--- config.mk ---
export PLATFORM = sky130hd
export DESIGN_NAME = tile_mem_arbiter
export DESIGN_NICKNAME = d
export VERILOG_FILES = /design/src/rtl/tile_pkg.sv /design/src/rtl/sync_fifo.sv /design/src/rtl/tile_mem_arbiter.sv
export SDC_FILE = /design/constraint.sdc
export NUM_CORES = 1
export LEC_CHECK = 0
export ABC_AREA = 0
export CAP_MARGIN = 20
export CORE_AREA = 10 10 132 134
export DETAILED_ROUTE_END_ITERATION = 10
export DIE_AREA = 0 0 142 144
export PLACE_DENSITY = 0.67
export SKIP_LAST_GASP = 1
export SLEW_MARGIN = 10
export SYNTH_ARGS = -nofsm -noshare
export SYNTH_HDL_FRONTEND = slang
export SYNTH_SLANG_ARGS = --single-unit
--- constraint.sdc ---
create_clock -name clk -period 3.3 [get_ports clk]
set_clock_uncertainty 0.15 [all_clocks]
set_input_delay 0.66 -clock clk [delete_from_list [all_inputs] [get_ports clk]]
set_output_delay 0.66 -clock clk [all_outputs]
set_load 0.02 [all_outputs]
--- src/rtl/tile_pkg.sv ---
// Shared types and geometry for the tile-state RAM and its arbiter.
// The grant encoding is common to the arbiter and anything that decodes rsp_sel.
package tile_pkg;

  localparam int TILE_COLS  = 32;
  localparam int TILE_ROWS  = 24;
  localparam int TILE_PX    = 20;
  localparam int TILE_COUNT = TILE_COLS * TILE_ROWS;
  localparam int ADDR_W     = 10;
  localparam int DATA_W     = 16;

  typedef enum logic [1:0] {
    G_NONE = 2'd0,
    G_DISP = 2'd1,
    G_GRD  = 2'd2,
    G_GWR  = 2'd3
  } grant_t;

  // Row-major tile index; rows are TILE_COLS words apart in the RAM.
  function automatic logic [ADDR_W-1:0] tile_addr(input logic [4:0] col,
                                                  input logic [4:0] row);
    return ADDR_W'(int'(row) * TILE_COLS + int'(col));
  endfunction

endpackage

--- src/rtl/sync_fifo.sv ---
// Small synchronous FIFO used as the game write queue.
// The head entry is presented combinationally on o_rdata; callers guard push/pop.
module sync_fifo #(
  parameter int WIDTH = 26,
  parameter int DEPTH = 4
) (
  input  logic                     clk,
  input  logic                     reset,
  input  logic                     i_push,
  input  logic                     i_pop,
  input  logic [WIDTH-1:0]         i_wdata,
  output logic [WIDTH-1:0]         o_rdata,
  output logic [$clog2(DEPTH):0]   o_count,
  output logic                     o_full,
  output logic                     o_empty
);

  localparam int PTR_W = $clog2(DEPTH);

  logic [WIDTH-1:0] r_mem [DEPTH];
  logic [PTR_W-1:0] r_wr_ptr;
  logic [PTR_W-1:0] r_rd_ptr;
  logic [PTR_W:0]   r_count;

  // NOTE: the storage array is deliberately left out of reset; only the
  // pointers and count define which entries are live.
  always_ff @(posedge clk) begin
    if (i_push) r_mem[r_wr_ptr] <= i_wdata;
  end

  // NOTE: sequential state uses non-blocking assignments so every register
  // samples pre-edge values regardless of statement order.
  always_ff @(posedge clk or posedge reset) begin
    if (reset) begin
      r_wr_ptr <= '0;
      r_rd_ptr <= '0;
      r_count  <= '0;
    end else begin
      if (i_push) r_wr_ptr <= r_wr_ptr + 1'b1;
      if (i_pop)  r_rd_ptr <= r_rd_ptr + 1'b1;
      unique case ({i_push, i_pop})
        2'b10:   r_count <= r_count + 1'b1;
        2'b01:   r_count <= r_count - 1'b1;
        default: r_count <= r_count;
      endcase
    end
  end

  assign o_rdata = r_mem[r_rd_ptr];
  assign o_count = r_count;
  assign o_full  = (r_count == (PTR_W+1)'(DEPTH));
  assign o_empty = (r_count == '0);

endmodule

--- src/rtl/tile_mem_arbiter.sv ---
// Single-port tile RAM arbiter: display reads win, game writes queue and drain
// on free cycles, game reads wait for the queue to empty (read-after-write).
module tile_mem_arbiter #(
  parameter int ADDR_W     = tile_pkg::ADDR_W,
  parameter int DATA_W     = tile_pkg::DATA_W,
  parameter int WQ_DEPTH   = 4,
  parameter int STARVE_MAX = 8
) (
  input  logic              clk,
  input  logic              reset,
  input  logic              disp_req,
  input  logic [ADDR_W-1:0] disp_addr,
  output logic              disp_valid,
  output logic [DATA_W-1:0] disp_data,
  input  logic              game_rd_valid,
  output logic              game_rd_ready,
  input  logic [ADDR_W-1:0] game_rd_addr,
  output logic              game_rd_rvalid,
  output logic [DATA_W-1:0] game_rd_rdata,
  input  logic              game_wr_valid,
  output logic              game_wr_ready,
  input  logic [ADDR_W-1:0] game_wr_addr,
  input  logic [DATA_W-1:0] game_wr_data,
  output logic              mem_en,
  output logic              mem_we,
  output logic [ADDR_W-1:0] mem_addr,
  output logic [DATA_W-1:0] mem_wdata,
  input  logic [DATA_W-1:0] mem_rdata,
  output logic              wq_starved
);

  import tile_pkg::*;

  localparam int CNT_W = $clog2(WQ_DEPTH) + 1;
  localparam int STV_W = $clog2(STARVE_MAX + 1);

  typedef struct packed {
    logic [ADDR_W-1:0] addr;
    logic [DATA_W-1:0] data;
  } wq_entry_t;

  wq_entry_t        w_wq_in;
  wq_entry_t        w_wq_head;
  logic [CNT_W-1:0] w_wq_count;
  logic             w_wq_full;
  logic             w_wq_empty;
  logic             w_push;
  logic             w_pop;
  grant_t           w_grant;
  logic [STV_W-1:0] w_starve_nxt;

  grant_t           r_rsp_sel;
  logic [STV_W-1:0] r_starve_cnt;
  logic             r_wq_starved;

  assign game_wr_ready = !reset && (w_wq_count < CNT_W'(WQ_DEPTH));
  assign game_rd_ready = !reset && !disp_req && w_wq_empty;

  assign w_wq_in = '{addr: game_wr_addr, data: game_wr_data};
  assign w_push  = game_wr_valid && game_wr_ready && !w_wq_full;
  assign w_pop   = (w_grant == G_GWR);

  sync_fifo #(
    .WIDTH (ADDR_W + DATA_W),
    .DEPTH (WQ_DEPTH)
  ) u_wq (
    .clk     (clk),
    .reset   (reset),
    .i_push  (w_push),
    .i_pop   (w_pop),
    .i_wdata (w_wq_in),
    .o_rdata (w_wq_head),
    .o_count (w_wq_count),
    .o_full  (w_wq_full),
    .o_empty (w_wq_empty)
  );

  // NOTE: every combinational output gets a default first, so no path
  // through the block can leave a value unassigned and infer a latch.
  always_comb begin
    w_grant = G_NONE;
    if (!reset) begin
      if (disp_req)           w_grant = G_DISP;
      else if (!w_wq_empty)   w_grant = G_GWR;
      else if (game_rd_valid) w_grant = G_GRD;
    end
  end

  always_comb begin
    mem_en    = 1'b0;
    mem_we    = 1'b0;
    mem_addr  = '0;
    mem_wdata = '0;
    unique case (w_grant)
      G_DISP: begin
        mem_en   = 1'b1;
        mem_addr = disp_addr;
      end
      G_GWR: begin
        mem_en    = 1'b1;
        mem_we    = 1'b1;
        mem_addr  = w_wq_head.addr;
        mem_wdata = w_wq_head.data;
      end
      G_GRD: begin
        mem_en   = 1'b1;
        mem_addr = game_rd_addr;
      end
      default: ;
    endcase
  end

  // Starvation only counts display-won cycles while writes are waiting.
  always_comb begin
    w_starve_nxt = r_starve_cnt;
    if (w_wq_empty || w_grant == G_GWR)
      w_starve_nxt = '0;
    else if (w_grant == G_DISP && r_starve_cnt != STV_W'(STARVE_MAX))
      w_starve_nxt = r_starve_cnt + 1'b1;
  end

  always_ff @(posedge clk or posedge reset) begin
    if (reset) begin
      r_rsp_sel    <= G_NONE;
      r_starve_cnt <= '0;
      r_wq_starved <= 1'b0;
    end else begin
      r_rsp_sel    <= (w_grant == G_GWR) ? G_NONE : w_grant;
      r_starve_cnt <= w_starve_nxt;
      if (w_starve_nxt == STV_W'(STARVE_MAX)) r_wq_starved <= 1'b1;
    end
  end

  assign disp_valid     = (r_rsp_sel == G_DISP);
  assign game_rd_rvalid = (r_rsp_sel == G_GRD);
  assign disp_data      = mem_rdata;
  assign game_rd_rdata  = mem_rdata;
  assign wq_starved     = r_wq_starved;

endmodule

### Yosys cells after proc, flatten, opt, wreduce, memory -nomap -nowiden

Memory sizes are Yosys's and may differ from the RTL's.
Index checks and enable logic that the tools add are counted.

* flip-flop bits (word level): 14
* bits in writable memories: 104
* logic and storage cells: 50
* memories: 1

Memories
* u_wq.r_mem: words 4, width 26, rd ports 1, clocked after Yosys merged registers in 0, wr ports 1, RTL line sync_fifo.sv:20 `logic [WIDTH-1:0] r_mem [DEPTH];`

* add/sub/neg operators: 5
* magnitude comparators: 1
* reduce and logical (&&, ||, !) cells: 13
* eq/ne operators: 10
* multiplexer cells: 14

Operators with widths (number)
* one-hot mux 10 bit (3 select lines): 1
* two-way mux 16 bit: 1
* two-way mux 2 bit: 5
* equality test 2 bit, second input constant: 4
* two-way mux 4 bit: 2
* equality test 2 x 1 -> 1 bit, second input constant: 3
* logical AND 1 bit: 6
* one-hot mux 3 bit (2 select lines): 1
* adder 2 x 1 -> 2 bit, second input constant: 2
* adder 4 x 1 -> 4 bit, second input constant: 1
* equality test 4 bit, second input constant: 1
* two-way mux 1 bit: 4
* inequality test 4 bit, second input constant: 1
* adder 3 x 1 -> 3 bit, second input constant: 1
* equality test 3 bit, second input constant: 1
* logical NOT 1 bit: 3
* logical NOT 3 bit: 1
* less-than comparator 3 bit, second input constant: 1
* OR reduction 3 bit: 1
* subtractor 3 x 1 -> 3 bit, second input constant: 1
* nonzero test 2 bit: 1
* logical OR 1 bit: 1

### Depth between registers and ports, before layout

* depth in word-level cells: 9
* mapped depth: 10

### By module

A second synthesis with hierarchy kept.

* cell total of the unflattened synthesis: 289
* area, all modules: 5161.2 um2

Modules (own cells, without submodules)
* sync_fifo: cells an instance 173, seq. area each 3298.2 um2, area each 4204.0 um2, times used 1
* tile_mem_arbiter: cells an instance 116, seq. area each 175.2 um2, area each 957.2 um2, times used 1

### Worst setup path before layout

No wires, ideal clock.

* path kind: input to register
* start: input port reset
* end: register u_wq.r_count[2] (netlist: u_wq.o_count[2])
* buffers on the path: 2
* arrival: 2389 ps
* slack: 682 ps
* required time: 3071 ps
* stages: 9
* path through: buf_6 > nor3_1 > buf_2 > ha_1 > inv_1 > fa_1 > xor2_1 > nor2_1 > xor2_1

* longest elaborated chain between the ends: 6

RTL lines
* start: declaration: RTL line tile_mem_arbiter.sv:10 `input logic reset,`
* logical NOT 1 bit (no source line)
* logical AND 1 bit: RTL line tile_mem_arbiter.sv:56 `assign game_wr_ready = !reset && (w_wq_count < CNT_W'(WQ_DEPTH));`
* logical AND 1 bit (2 in a row): RTL line tile_mem_arbiter.sv:60 `assign w_push = game_wr_valid && game_wr_ready && !w_wq_full;`
* equality test 2 x 1 -> 1 bit or equality test 2 bit (tied branches): RTL line sync_fifo.sv:41 `unique case ({i_push, i_pop})`
* one-hot mux 3 bit (2 select lines) or nonzero test 2 bit (tied branches)
* end signal: assignment: RTL line sync_fifo.sv:42 `2'b10: r_count <= r_count + 1'b1;`
* end signal: assignment: RTL line sync_fifo.sv:43 `2'b01: r_count <= r_count - 1'b1;`
* end signal: assignment: RTL line sync_fifo.sv:44 `default: r_count <= r_count;`
* end: declaration: RTL line sync_fifo.sv:23 `logic [PTR_W:0] r_count;`

Parallel ways exist; a longest one is shown, timed or not.
A chain may end at the register's enable or synchronous reset.

### Final worst setup path

* start: input port disp_req
* end: output port mem_addr[0]

* longest elaborated chain between the ends: 4

RTL lines
* start: declaration: RTL line tile_mem_arbiter.sv:11 `input logic disp_req,`
* two-way mux 2 bit (*): RTL line tile_mem_arbiter.sv:83 `if (disp_req) w_grant = G_DISP;`
* two-way mux 2 bit (*): RTL line tile_mem_arbiter.sv:82 `if (!reset) begin`
* equality test 2 bit or equality test 2 x 1 -> 1 bit (tied branches): RTL line tile_mem_arbiter.sv:94 `unique case (w_grant)`
* one-hot mux 10 bit (3 select lines) (*): RTL line tile_mem_arbiter.sv:94
* end: declaration: RTL line tile_mem_arbiter.sv:26 `output logic [ADDR_W-1:0] mem_addr,`

Every way passes the cells marked *; elsewhere a longest branch is shown, timed or not.

==> flow_metrics.tcl <==
set metrics [dict create \
    setup_viol 0 \
    drtPass1Iterations 4 \
    portBuffers 83 \
    cts_tree "done" \
    synth_cells 300 \
    first_global_vias 3160 \
    insertion_delay_ns 0.40 \
    drc_errors 0 \
    wirelength_microns 11300 \
    period_needed_ns 3.22 \
    synthToLayoutAreaGrowth_pct 29.9 \
    syn_area_sq_um 5110 \
    synth_area_leader_cell "edfxtp_1" \
    antenna_found_initial 1 \
    grt_use_total_pct 11.3 \
    critPathKind "in -> out" \
    p_int_uw 3620 \
    cts_setup_buffers 0 \
    drt_iter0_markers 160 \
    rows 45 \
    clkTransAtPathRegs_ns 0.05 \
    fin_area_sq_um 6640 \
    ys_seq_area_share_pct 67.9 \
    p_comb_share_pct 25.9 \
    synth.area.top_cells "edfxtp_1, mux4_2, dfrtp_1" \
    seq_area_sq_um 3470 \
    synth_ff_type "edfxtp_1" \
    p_clk_share_pct 36.3 \
    slew_headroom_pct 63.7 \
    layout.nets 452 \
    fmax_mhz 310 \
    viasPerCell 4.85 \
    fp.dieH_microns 144 \
    die_area_sq_um 20400 \
    start_kind "primary input" \
    vdd_drop_max_mv 0.373 \
    ys_types 30 \
    maxCapViolCount 0 \
    post_dp_cell_area_sq_um 6030 \
    drive_gt1_share_pct 19.5 \
    cp.arrival_ns 2.41 \
    worst_slew_pin_slew_ns 0.543 \
    crit_required_ns 2.49 \
    p_per_area_nw_per_um2 742 \
    ios 132 \
    endpoint_kind "output pin" \
    cts_num_sinks 118 \
    cts_buffer_depth 2 \
    start_util_pct 34.4 \
    yosysWarningCount 0 \
    whs_path_depth 1 \
    finalMaxSlewViolations 0 \
    vias 2810 \
    fp.dieW_microns 142 \
    yosysMostFrequentCell "edfxtp_1" \
    multi_input_area_sq_um 1280 \
    grt_max_degree 19 \
    outcome "completed" \
    core-area_sq_um 14900 \
    synth_edf_count 104 \
    synth-async-reset-ratio_pct 11.9 \
    num-fill-cells 1355 \
    p_seq_share_pct 37.8 \
    gr-total-overflow 0 \
    numCtsBuffers 17 \
    rr_worst_depth 10 \
    dpl.hpwl_microns 7700 \
    hp-class "reg -> reg" \
    hold_viol 0 \
    fin_crit_sh_pct 97.7 \
    synth_fp_nets 375 \
    cts-root-buf "clkbuf_16" \
    post_drt_wl_per_cell_microns 19.6 \
    h-tree-depth 4 \
    grt_setup_unrepaired "yes" \
    swShare_pct 26.5 \
    crit_path_max_fanout 12 \
    grt_pass1_wl_microns 17300 \
    ant_nets 0 \
    routabilityCongestion 0.695 \
    ys_ff_latch 118 \
    yosys-top-cells-count "edfxtp_1, buf_4, nand2_1" \
    netlist.area_leader.share_pct 61.1 \
    net-switching-power_uw 1300 \
    avgSynthCellArea_sq_um 17.0 \
    whs_ns 0.348 \
    p_leak_uw 0.00250 \
]
cell usage in the layout, fill, tap and decap left out, types with 3 or more instances in the layout:
| master | instances |
|---|---|
| inv_1 | 11 |
| clkdlybuf4s50_1 | 79 |
| clkbuf_8 | 4 |
| nand2_1 | 23 |
| o21ai_0 | 3 |
| dfrtp_1 | 13 |
| mux4_2 | 18 |
| clkinv_2 | 3 |
| clkbuf_16 | 17 |
| edfxtp_1 | 104 |
| nor2_1 | 7 |
| buf_4 | 17 |
| and3_1 | 21 |
| clkbuf_1 | 3 |
| a22oi_1 | 10 |
| ha_1 | 7 |
| dlymetal6s2s_1 | 3 |
| mux4_1 | 8 |
| xnor2_1 | 4 |
| xor2_1 | 3 |
| a21oi_1 | 3 |
area by class of cell:
type	count	area share, %
antenna	1	0.0377
clock buffer	24	7.40
clock inverter	8	1.49
inverter	11	0.622
multi-input combinational	126	19.3
sequential	118	52.3
tap	188	3.54
timing repair buffer	103	15.3
flip-flops by register name, summed over array words and instances (netlist names):
name,count
r_rsp_sel,2
r_starve_cnt,4
u_wq.o_count,3
u_wq.r_mem,104
u_wq.r_rd_ptr,2
u_wq.r_wr_ptr,2
wq_starved,1
timing repair:
action,CTS,global route
setup endpoints to repair,2,8
gates cloned,0,0
gates resized for setup,1,6
hold buffers,0,0
kinds of logic after synthesis:
kind of cell	share of synthesized area, %
simple gates	6.43
compound gates	2.59
buf+inv	7.32
fa+ha+maj	2.10
flops	67.9
mux	12.4
xor+xnor	1.20
worst paths after layout:
kind / slack, ns / to / start
setup / recovery: 0.08 / mem_addr[0] / disp_req
hold / removal: 0.35 / wq_starved / wq_starved
setup reg to reg: 1.09 / u_wq.o_count[2] / u_wq.o_count[0]
hold reg to reg: 0.35 / wq_starved / wq_starved
max in group asynchronous: 1.96 / u_wq.r_rd_ptr[0] / reset
min in group asynchronous: 0.64 / u_wq.r_wr_ptr[1] / reset
per-stage QoR:
stage	cells	setup TNS [ns]	setup slack, ns	power, uW	util (%)
floorplan	300	0	0.682	2780	-
global placement	546	0	0.0679	3150	40.5
detailed placement	546	0	0.0381	3180	40.5
CTS	578	0	0.0224	4990	44.6
global route	578	-0.0149	-0.0149	5180	44.7
finish	579	0	0.0775	4930	44.7
metal layers:
layer	GRT usage, %	vias to the layer above	part of all wire (%)
li1	-	1276	-
met1	11.8	1415	39
met2	19.6	84	52
met3	3.97	35	6.5
met4	6.08	0	2.7
met5	0	-	0
worst max-delay path, stage by stage:
cell             delay (ns)
clkdlybuf4s50_1        0.42
buf_4                  0.17
nor3_2                 0.16
buf_4                  0.22
a22oi_1                0.10
nand2_1                0.07
clkdlybuf4s50_1        0.60
power by group through the flow:
stage	Sequential, uW	Clock (uW)	Combinational [uW]
final	1860	1790	1280
after global routing	1880	1910	1400
after global placement	1870	0	1270
after floorplan	1860	0	914
after CTS	1860	1830	1300
after detailed placement	1880	0	1300
Power figures use the tool's default switching activity.
